$ cat config.mk
export PLATFORM = sky130hd
export DESIGN_NAME = q10_mag_cmp
export DESIGN_NICKNAME = d
export VERILOG_FILES = /design/src/rtl/q10_mag_cmp.sv
export SDC_FILE = /design/constraint.sdc
export NUM_CORES = 1
export LEC_CHECK = 0
export CAP_MARGIN = 20
export CELL_PAD_IN_SITES_DETAIL_PLACEMENT = 1
export CELL_PAD_IN_SITES_GLOBAL_PLACEMENT = 2
export CORE_UTILIZATION = 18
export CTS_CLUSTER_DIAMETER = 120
export DETAILED_ROUTE_END_ITERATION = 8
export PLACE_DENSITY = 0.89
export RECOVER_POWER = 100
export SETUP_SLACK_MARGIN = 0.05
export SYNTH_ARGS = -nofsm -noshare
export SYNTH_HDL_FRONTEND = slang
export SYNTH_SLANG_ARGS = --single-unit
$ cat constraint.sdc
create_clock -name clk -period 5.5 [get_ports clk]
set_clock_uncertainty 0.1 [all_clocks]
set_input_delay 1.1 -clock clk [delete_from_list [all_inputs] [get_ports clk]]
set_output_delay 1.1 -clock clk [all_outputs]
set_load 0.1 [all_outputs]
$ cat src/rtl/q10_mag_cmp.sv
// Registered WIDTH-bit magnitude comparator built from SLICE-bit slices; Q10_SIGNED_EN selects two's complement.
// Latency 1 cycle (out_vld follows in_vld); no backpressure, one compare per cycle.
module q10_mag_cmp #(
  parameter int WIDTH = 16,
  parameter int SLICE = 4
) (
  input  logic             clk,
  input  logic             rst,
  input  logic [WIDTH-1:0] A,
  input  logic [WIDTH-1:0] B,
  input  logic             in_vld,
  output logic             Greater,
  output logic             Equal,
  output logic             out_vld
);

  localparam int NS = WIDTH / SLICE;

  logic [NS-1:0] gt_s;
  logic [NS-1:0] eq_s;
  logic          gt_c;
  logic          eq_c;

  genvar k;
  generate
    for (k = 0; k < NS; k++) begin : g_slice
      logic [SLICE-1:0] a_k;
      logic [SLICE-1:0] b_k;
      assign a_k = A[k*SLICE +: SLICE];
      assign b_k = B[k*SLICE +: SLICE];
      assign eq_s[k] = (a_k == b_k);
`ifdef Q10_SIGNED_EN
      if (k == NS-1) begin : g_top_signed
        // Differing sign bits decide the order outright: the non-negative one is larger.
        logic sign_diff;
        assign sign_diff = A[WIDTH-1] ^ B[WIDTH-1];
        assign gt_s[k]   = sign_diff ? ~A[WIDTH-1] : (a_k > b_k);
      end else begin : g_unsigned
        assign gt_s[k] = (a_k > b_k);
      end
`else
      assign gt_s[k] = (a_k > b_k);
`endif
    end
  endgenerate

  // Walk from the MSB slice down; a lower slice only counts while all above are equal.
  always_comb begin
    gt_c = 1'b0;
    eq_c = 1'b1;
    for (int i = NS-1; i >= 0; i--) begin
      gt_c = gt_c | (eq_c & gt_s[i]);
      eq_c = eq_c & eq_s[i];
    end
  end

  always_ff @(posedge clk) begin
    if (rst) begin
      Greater <= 1'b0;
      Equal   <= 1'b0;
      out_vld <= 1'b0;
    end else begin
      out_vld <= in_vld;
      if (in_vld) begin
        Greater <= gt_c;
        Equal   <= eq_c;
      end
    end
  end

endmodule

; Yosys cells after proc, flatten, opt, wreduce, memory -nomap -nowiden
; Cells that the tools add are included.
[classes]
n_eq_ne = 4
bitwise_logic = 9
order_cmp = 4
[op_table]
columns = operator, n
row1 = 4-bit equality test, 4
row2 = 4-bit greater-than comparator, 4
row3 = 1-bit bitwise AND, 6
row4 = 1-bit OR, 3
[word_totals]
output_inout_bits = 3
word_cells = 20
reg_bits = 3
inputBits = 35

; Depth between registers and ports, before layout
; Gate-level depths: netlist of the first run.
[logic_depth]
depth_word = 5
mapped_depth = 7
mapped_depth_nobuf = 7

; Worst setup path after synthesis of the first run
; No wires, ideal clock.
[synth_timing]
path_kind = input to register
startpoint = in B[15]
endpoint = reg Greater
t_required_ps = 5309
setup_ps = 91
path_buffers = 0
path_stages = 7
arrival_time_ps = 2376
path_slack_ps = 2933
path_cell_list = inv_1 > ha_1 > nand4_2 > or2_1 > a2111oi_2 > a31oi_1 > a311oi_1
[synth_via]
elab_chain_cells = 5
elab_cells_between_ends = 10
cone_classes = 1 x order compare / 1 x eq/ne / 8 x bitwise
[synth_rtl]
columns = element, line
row1 = from (decl), 10  ; input logic [WIDTH-1:0] B,
row2 = "parallel branches: the longest is 4 deep, another holds 4-bit greater-than comparator", n/a
row3 = 1-bit OR (*), 52  ; gt_c = gt_c | (eq_c & gt_s[i]);
row4 = to (signal assigned), 65  ; Greater <= gt_c;
row5 = to (decl), 12  ; output logic Greater,
; Mark *: on every way between the ends.
; A chain may end at the register's enable or synchronous reset.

; Final worst setup path of the first run
[layout_timing]
startpoint = reg Equal
endpoint = out Equal
[layout_rtl]
columns = element, line
row1 = from (decl), 13  ; output logic Equal,
row2 = from (signal assigned), 66  ; Equal <= eq_c;
; No word-level cell between the ends.

==> results of run 1 <==
[per-layer routing]
metal | wire length, um | GRT usage, % | vias to the layer above
met5 | 0 | 0 | -
met4 | 0 | 4.18 | 0
met3 | 93 | 1.86 | 0
met2 | 847 | 20.2 | 20
met1 | 559 | 11.0 | 268
li1 | - | - | 321
[stage by stage]
stage                     std cells  hold slack (ns)  utilization, %
after floorplan                  69            0.807               -
after global placement          137            0.359            33.9
after detailed placement        137            0.382            33.9
after CTS                       141            0.388            34.8
after global routing            141            0.388            34.6
final                           141            0.376            34.6
[power groups by stage]
stage               registers (mW)  logic [mW]  clock network (mW)
floorplan                   0.0310      0.0234                   0
global placement            0.0236      0.0623                   0
detailed placement          0.0236      0.0645                   0
CTS                         0.0233      0.0649              0.0420
global route                0.0233      0.0704              0.0438
finish                      0.0232      0.0625              0.0389
[sequential cells by signal, indices dropped and copies added, names as in the netlist]
register and flops:
out_vld 1, Equal 1, Greater 1
[Yosys cell counts]
| cell type | instances | area [um^2] |
|---|---|---|
| nand2b_1 | 1 | 6.26 |
| nand4_1 | 2 | 12.5 |
| a311oi_1 | 1 | 8.76 |
| nor2b_1 | 3 | 18.8 |
| o211ai_1 | 1 | 7.51 |
| a2111oi_0 | 1 | 8.76 |
| nor3_1 | 1 | 5.00 |
| a21oi_1 | 7 | 35.0 |
| o21ai_0 | 3 | 15.0 |
| and4_1 | 1 | 8.76 |
| or2_1 | 1 | 6.26 |
| nand3_1 | 1 | 5.00 |
| nand2_1 | 2 | 7.51 |
| a31oi_1 | 1 | 6.26 |
| a2111oi_2 | 1 | 15.0 |
| nor2_1 | 3 | 11.3 |
| o21a_1 | 1 | 7.51 |
| nand4_2 | 1 | 12.5 |
| ha_1 | 16 | 200 |
| inv_1 | 18 | 67.6 |
| dfxtp_1 | 3 | 60.1 |
[placed cells by master, fill, tap and decap left out]
| cell type | n |
|---|---|
| inv_1 | 18 |
| a2111oi_2 | 1 |
| nor2_1 | 3 |
| nand3_1 | 1 |
| a311oi_1 | 1 |
| nand2b_1 | 1 |
| a31oi_1 | 1 |
| dlygate4sd3_1 | 4 |
| and4_1 | 1 |
| clkdlybuf4s50_1 | 33 |
| nor2b_1 | 3 |
| o211ai_1 | 1 |
| o21ai_0 | 3 |
| nand4_1 | 3 |
| a21oi_1 | 7 |
| clkbuf_1 | 1 |
| nand2_1 | 2 |
| o21a_1 | 1 |
| a2111oi_0 | 1 |
| or2_0 | 1 |
| clkbuf_4 | 3 |
| ha_1 | 16 |
| dfxtp_1 | 3 |
| nor3_1 | 1 |
[worst min path at each step]
stage / slack (ns) / end / depth (start not counted) / from
2_1_floorplan: 0.81 / Equal / 2 / Equal
3_3_place_gp: 0.36 / Equal / 2 / Equal
3_5_place_dp: 0.38 / Equal / 2 / Equal
4_1_cts: 0.39 / Equal / 2 / Equal
5_1_grt: 0.39 / Equal / 2 / Equal
6_report: 0.38 / Equal / 2 / Equal
[cell type report]
| cell class | instances | share of cell area (%) |
|---|---|---|
| multi-input cells | 48 | 41.0 |
| well taps | 31 | 4.06 |
| flip-flops and latches | 3 | 6.29 |
| repair buffers | 37 | 38.8 |
| clock buffers | 4 | 2.75 |
| inverters | 18 | 7.08 |
[kinds of logic after synthesis]
group,after synthesis
and+or+nand+nor,16
adders and majority gates,16
AOI/OAI and AO/OA,16
DFF,3
buffers and inverters,18
==> results.sh, run 1 <==
export IMPL_grt_max_degree=6
export IMPL_synth_compound_area_share_pct=19.8
export IMPL_sw_frac_of_total_pct=31.7
export IMPL_required_ns=4.30
export IMPL_regToRegStartpoint="Greater"
export IMPL_grt_pass1_vias=637
export IMPL_grt_setup_unrepaired="false"
export IMPL_crit_family="buffers and inverters"
export IMPL_cp_start_kind="flip-flop"
export IMPL_path_depth=1
export IMPL_die_h_um=56.0
export IMPL_rrSetupSlack_ns=4.74
export IMPL_start_util_pct=19.1
export IMPL_synth_cell_types=21
export IMPL_via_per_inst=4.32
export IMPL_htreeDepth=1
export IMPL_arrival_ns=1.76
export IMPL_fillers=344
export IMPL_synth_xor_area_share_pct=0
export IMPL_num_nets_final=162
export IMPL_ys_ff_latch=3
export IMPL_clock_power_share_pct=31.2
export IMPL_ir_drop_v=0.0000842
export IMPL_p_leak_nw=0.448
export IMPL_tritoncts="done"
export IMPL_synth_fa_ha_area_share_pct=38.1
export IMPL_setup_tns_final_ns=0
export IMPL_crit_slowest_cell="dlygate4sd3_1"
export IMPL_synth_nets=120
export IMPL_cts_root_buf="clkbuf_4"
export IMPL_seq_area_frac_synth_pct=11.4
export IMPL_max_slew_margin_rel_pct=35.2
export IMPL_synthCells=69
export IMPL_numCtsBuffers=3
export IMPL_grt_pass1_wl_um=2620
export IMPL_path_buf_inv=1
export IMPL_critPathKind="flip-flop to primary output"
export IMPL_crit_end="Equal"
export IMPL_switchingPower_mw=0.0395
export IMPL_grt_total_usage_pct=10.5
export IMPL_fin_crit_ns=2.96
export IMPL_hp_class="flip-flop to flip-flop"
export IMPL_fp_dieW_um=56.0
export IMPL_clock_sinks=3
export IMPL_coreArea_um2=2760
export IMPL_syn_area_um2=526
export IMPL_clk_path_buf_depth=2
export IMPL_ioPinCount=38
export IMPL_internal_power_mw=0.0852
export IMPL_post_drt_wl_per_cell_um=10.6
export IMPL_drtAntennaViolNets=0
export IMPL_antenna_found_initial=0
export IMPL_cp_end_kind="primary output"
export IMPL_max_stage_delay_ns=1.20
export IMPL_totalPowerFinal_mw=0.125
export IMPL_power_density_nw_per_um2=131
export IMPL_clkLatencyLatePin_ns=0.23
export IMPL_status="finished, final reports clean"
export IMPL_critPathLaunch="Equal"
export IMPL_tightestPinTransition_ns=0.969
export IMPL_finalHoldViolCount=0
export IMPL_yosysWarnings=0
export IMPL_postCtsSetupBuffers=0
export IMPL_critPathMaxFanout=2
export IMPL_multi_input_area_um2=392
export IMPL_max_freq_mhz=338
export IMPL_diodes=0
export IMPL_overflow=0
export IMPL_area_growth_pct=81.7
export IMPL_syn_area_per_cell_um2=7.62
export IMPL_pwr_share_seq_pct=18.6
export IMPL_drv_cap=0
export IMPL_timing_rr_end="Greater"
export IMPL_p_comb_share_pct=50.1
export IMPL_finalInstanceArea_um2=955
export IMPL_finalCritPeriodShare_pct=53.7
export IMPL_dieArea_um2=3140
export IMPL_yosys_area_share_simple_pct=17.9
export IMPL_path_clk_slew_ns=0.04
export IMPL_io_buffers=37
export IMPL_cts_resized=0
export IMPL_drt_first_pass_iters=3
export IMPL_globalplace_congestion=0.679
export IMPL_synth_top_family_by_area="adder cells"
export IMPL_drive_gt1_share_pct=3.64
export IMPL_rows=19
export IMPL_path_cells="dlygate4sd3_1"
export IMPL_placed_area_um2=935
export IMPL_vias=609
export IMPL_muxShareOfSynthArea_pct=0
export IMPL_wirelength_um=1500
export IMPL_ctsHoldBuffers=0
export IMPL_report_final_slew_viol_count=0
export IMPL_drcViolationCount=0
export IMPL_drt_initial_drc_count=11
export IMPL_setup_viol=0
export IMPL_reg2regPathDepth=2
export IMPL_dp_hpwl_um=1420
export IMPL_place_ws_ns=2.34
export IMPL_setup_ws_ns=2.54
export IMPL_seq_area_um2=60.1
(Power assumes the default switching activity.)
==> inputs of run 2 (changes only) <==
- CORE_UTILIZATION: 18 -> 16
- PLACE_DENSITY: 0.89 -> 0.81
- clock period: 5.5 -> 2.95 ns (I/O delays scaled with it)
==> run 2 against run 1 <==
Clock power is 97% higher; sequential power is 87% higher; non-clock buffer count stayed put; die area is 12% higher; sequential cell count stayed put; combinational power is 84% higher; critical path type is now primary input to flip-flop; total power is 88% higher; routed wire length is 2.9% lower; setup slack worse by 2.0 ns; register-to-register slack worse by 2.6 ns; sequential share of layout area hardly changed.
==> results.sh, run 2 (same netlist as run 1, synthesis figures left out) <==
export IMPL_critPathKind="primary input to flip-flop"
export IMPL_vias=617
export IMPL_status="finished, final reports clean"
export IMPL_report_final_slew_viol_count=0
export IMPL_layout_common_cells="33 x clkdlybuf4s50_1, 18 x inv_1, 16 x ha_1"
export IMPL_wirelength_um=1460
export IMPL_max_stage_delay_ns=0.45
export IMPL_tritoncts="done"
export IMPL_dp_hpwl_um=1370
export IMPL_hp_class="flip-flop to flip-flop"
export IMPL_cts_resized=0
export IMPL_drtAntennaViolNets=0
export IMPL_diodes=0
export IMPL_top_regs="Equal (1), Greater (1), out_vld (1)"
export IMPL_postCtsSetupBuffers=0
export IMPL_globalplace_congestion=0.696
export IMPL_cp_end_kind="flip-flop"
export IMPL_placed_cells=150
export IMPL_min_delay_worst_endpoint="Equal"
export IMPL_dieArea_um2=3520
export IMPL_coreArea_um2=3080
export IMPL_critPathMaxFanout=4
export IMPL_grt_pass1_vias=639
export IMPL_p_leak_nw=0.437
export IMPL_rrSetupSlack_ns=2.17
export IMPL_htreeDepth=1
export IMPL_timing_rr_end="Greater"
export IMPL_regToRegStartpoint="Greater"
export IMPL_area_growth_pct=81.2
export IMPL_rows=20
export IMPL_finalCritPeriodShare_pct=83.2
export IMPL_totalPowerFinal_mw=0.235
export IMPL_clkLatencyLatePin_ns=0.24
export IMPL_hold_depth=2
export IMPL_cp_start_kind="primary input"
export IMPL_worstHoldStart="Equal"
export IMPL_final_common_cell="clkdlybuf4s50_1"
export IMPL_start_util_pct=17.1
export IMPL_drcViolationCount=0
export IMPL_die_h_um=59.3
export IMPL_clk_path_buf_depth=2
export IMPL_path_clk_slew_ns=0.03
export IMPL_drive_gt1_share_pct=3.64
export IMPL_setup_viol=0
export IMPL_overflow=0
export IMPL_reg2regPathDepth=2
export IMPL_fin_crit_ns=2.45
export IMPL_grt_setup_unrepaired="false"
export IMPL_instances_no_fill=154
export IMPL_finalInstanceArea_um2=952
export IMPL_setup_ws_ns=0.495
export IMPL_ioPinCount=38
export IMPL_drt_first_pass_iters=3
export IMPL_ctsHoldBuffers=0
export IMPL_drv_cap=0
export IMPL_path_cells="clkdlybuf4s50_1 > inv_1 > ha_1 > nand4_2 > or2_0 > a2111oi_0 > a31oi_1 > a311oi_1"
export IMPL_io_buffers=37
export IMPL_numCtsBuffers=3
export IMPL_max_slew_margin_rel_pct=22.6
export IMPL_grt_max_degree=6
export IMPL_drt_initial_drc_count=12
export IMPL_grt_total_usage_pct=9.10
export IMPL_num_nets_final=162
export IMPL_power_density_nw_per_um2=247
export IMPL_cts_root_buf="clkbuf_4"
export IMPL_arrival_ns=2.51
export IMPL_required_ns=3.00
export IMPL_crit_slowest_cell="clkdlybuf4s50_1"
export IMPL_post_drt_wl_per_cell_um=9.45
export IMPL_fp_dieW_um=59.3
export IMPL_setup_tns_final_ns=0
export IMPL_clock_sinks=3
export IMPL_via_per_inst=4.01
export IMPL_max_freq_mhz=407
export IMPL_fillers=391
export IMPL_finalHoldViolCount=0
export IMPL_tightestPinTransition_ns=1.17
export IMPL_place_ws_ns=0.283
export IMPL_placed_area_um2=943
export IMPL_ir_drop_v=0.0000517
export IMPL_antenna_found_initial=0
export IMPL_grt_pass1_wl_um=2390
## run 2: per-layer routing
metal / GRT usage [%] / wire length (um) / vias up
met2: 17.2 / 747 / 21
met1: 9.49 / 592 / 272
met3: 1.31 / 85 / 3
met5: 0 / 0 / -
met4: 5.10 / 31 / 0
li1: - / - / 321
## run 2: worst max-delay path: cells and delay by family
family,cells,cell delay [ns]
buf+inv,2,0.49
fa+ha+maj,1,0.31
simple gates,2,0.40
compound gates,3,0.71
## run 2: worst max path at each step
stage	startpoint	endpoint	slack (ns)	cells past startpoint
after global routing	B[11]	Greater	0.26	8
after detailed placement	B[11]	Greater	0.28	8
after global placement	B[15]	Greater	0.37	8
after floorplan	B[15]	Greater	0.89	7
final	B[15]	Greater	0.50	8
after CTS	B[11]	Greater	0.54	8
## run 2: final cells by class
type	instances	area [um^2]	area share, %
multi-input cells	48	392	41.1
inverters	18	67.6	7.10
clock buffers	4	26.3	2.76
flip-flops and latches	3	60.1	6.31
well taps	44	55.1	5.78
repair buffers	37	352	36.9
## run 2: power by group
group / switching [mW] / leakage, nW / internal, mW / total (mW)
Sequential: 0.000754 / 0.0247 / 0.0427 / 0.0435
Combinational: 0.0507 / 0.398 / 0.0641 / 0.115
Clock: 0.0258 / 0.0150 / 0.0510 / 0.0767
Total: 0.0772 / 0.437 / 0.158 / 0.235
## run 2: per-stage QoR
stage	util, %	hold slack (ns)
floorplan	-	0.559
global placement	30.7	0.358
detailed placement	30.7	0.391
CTS	31.5	0.398
global route	30.9	0.416
finish	30.9	0.385
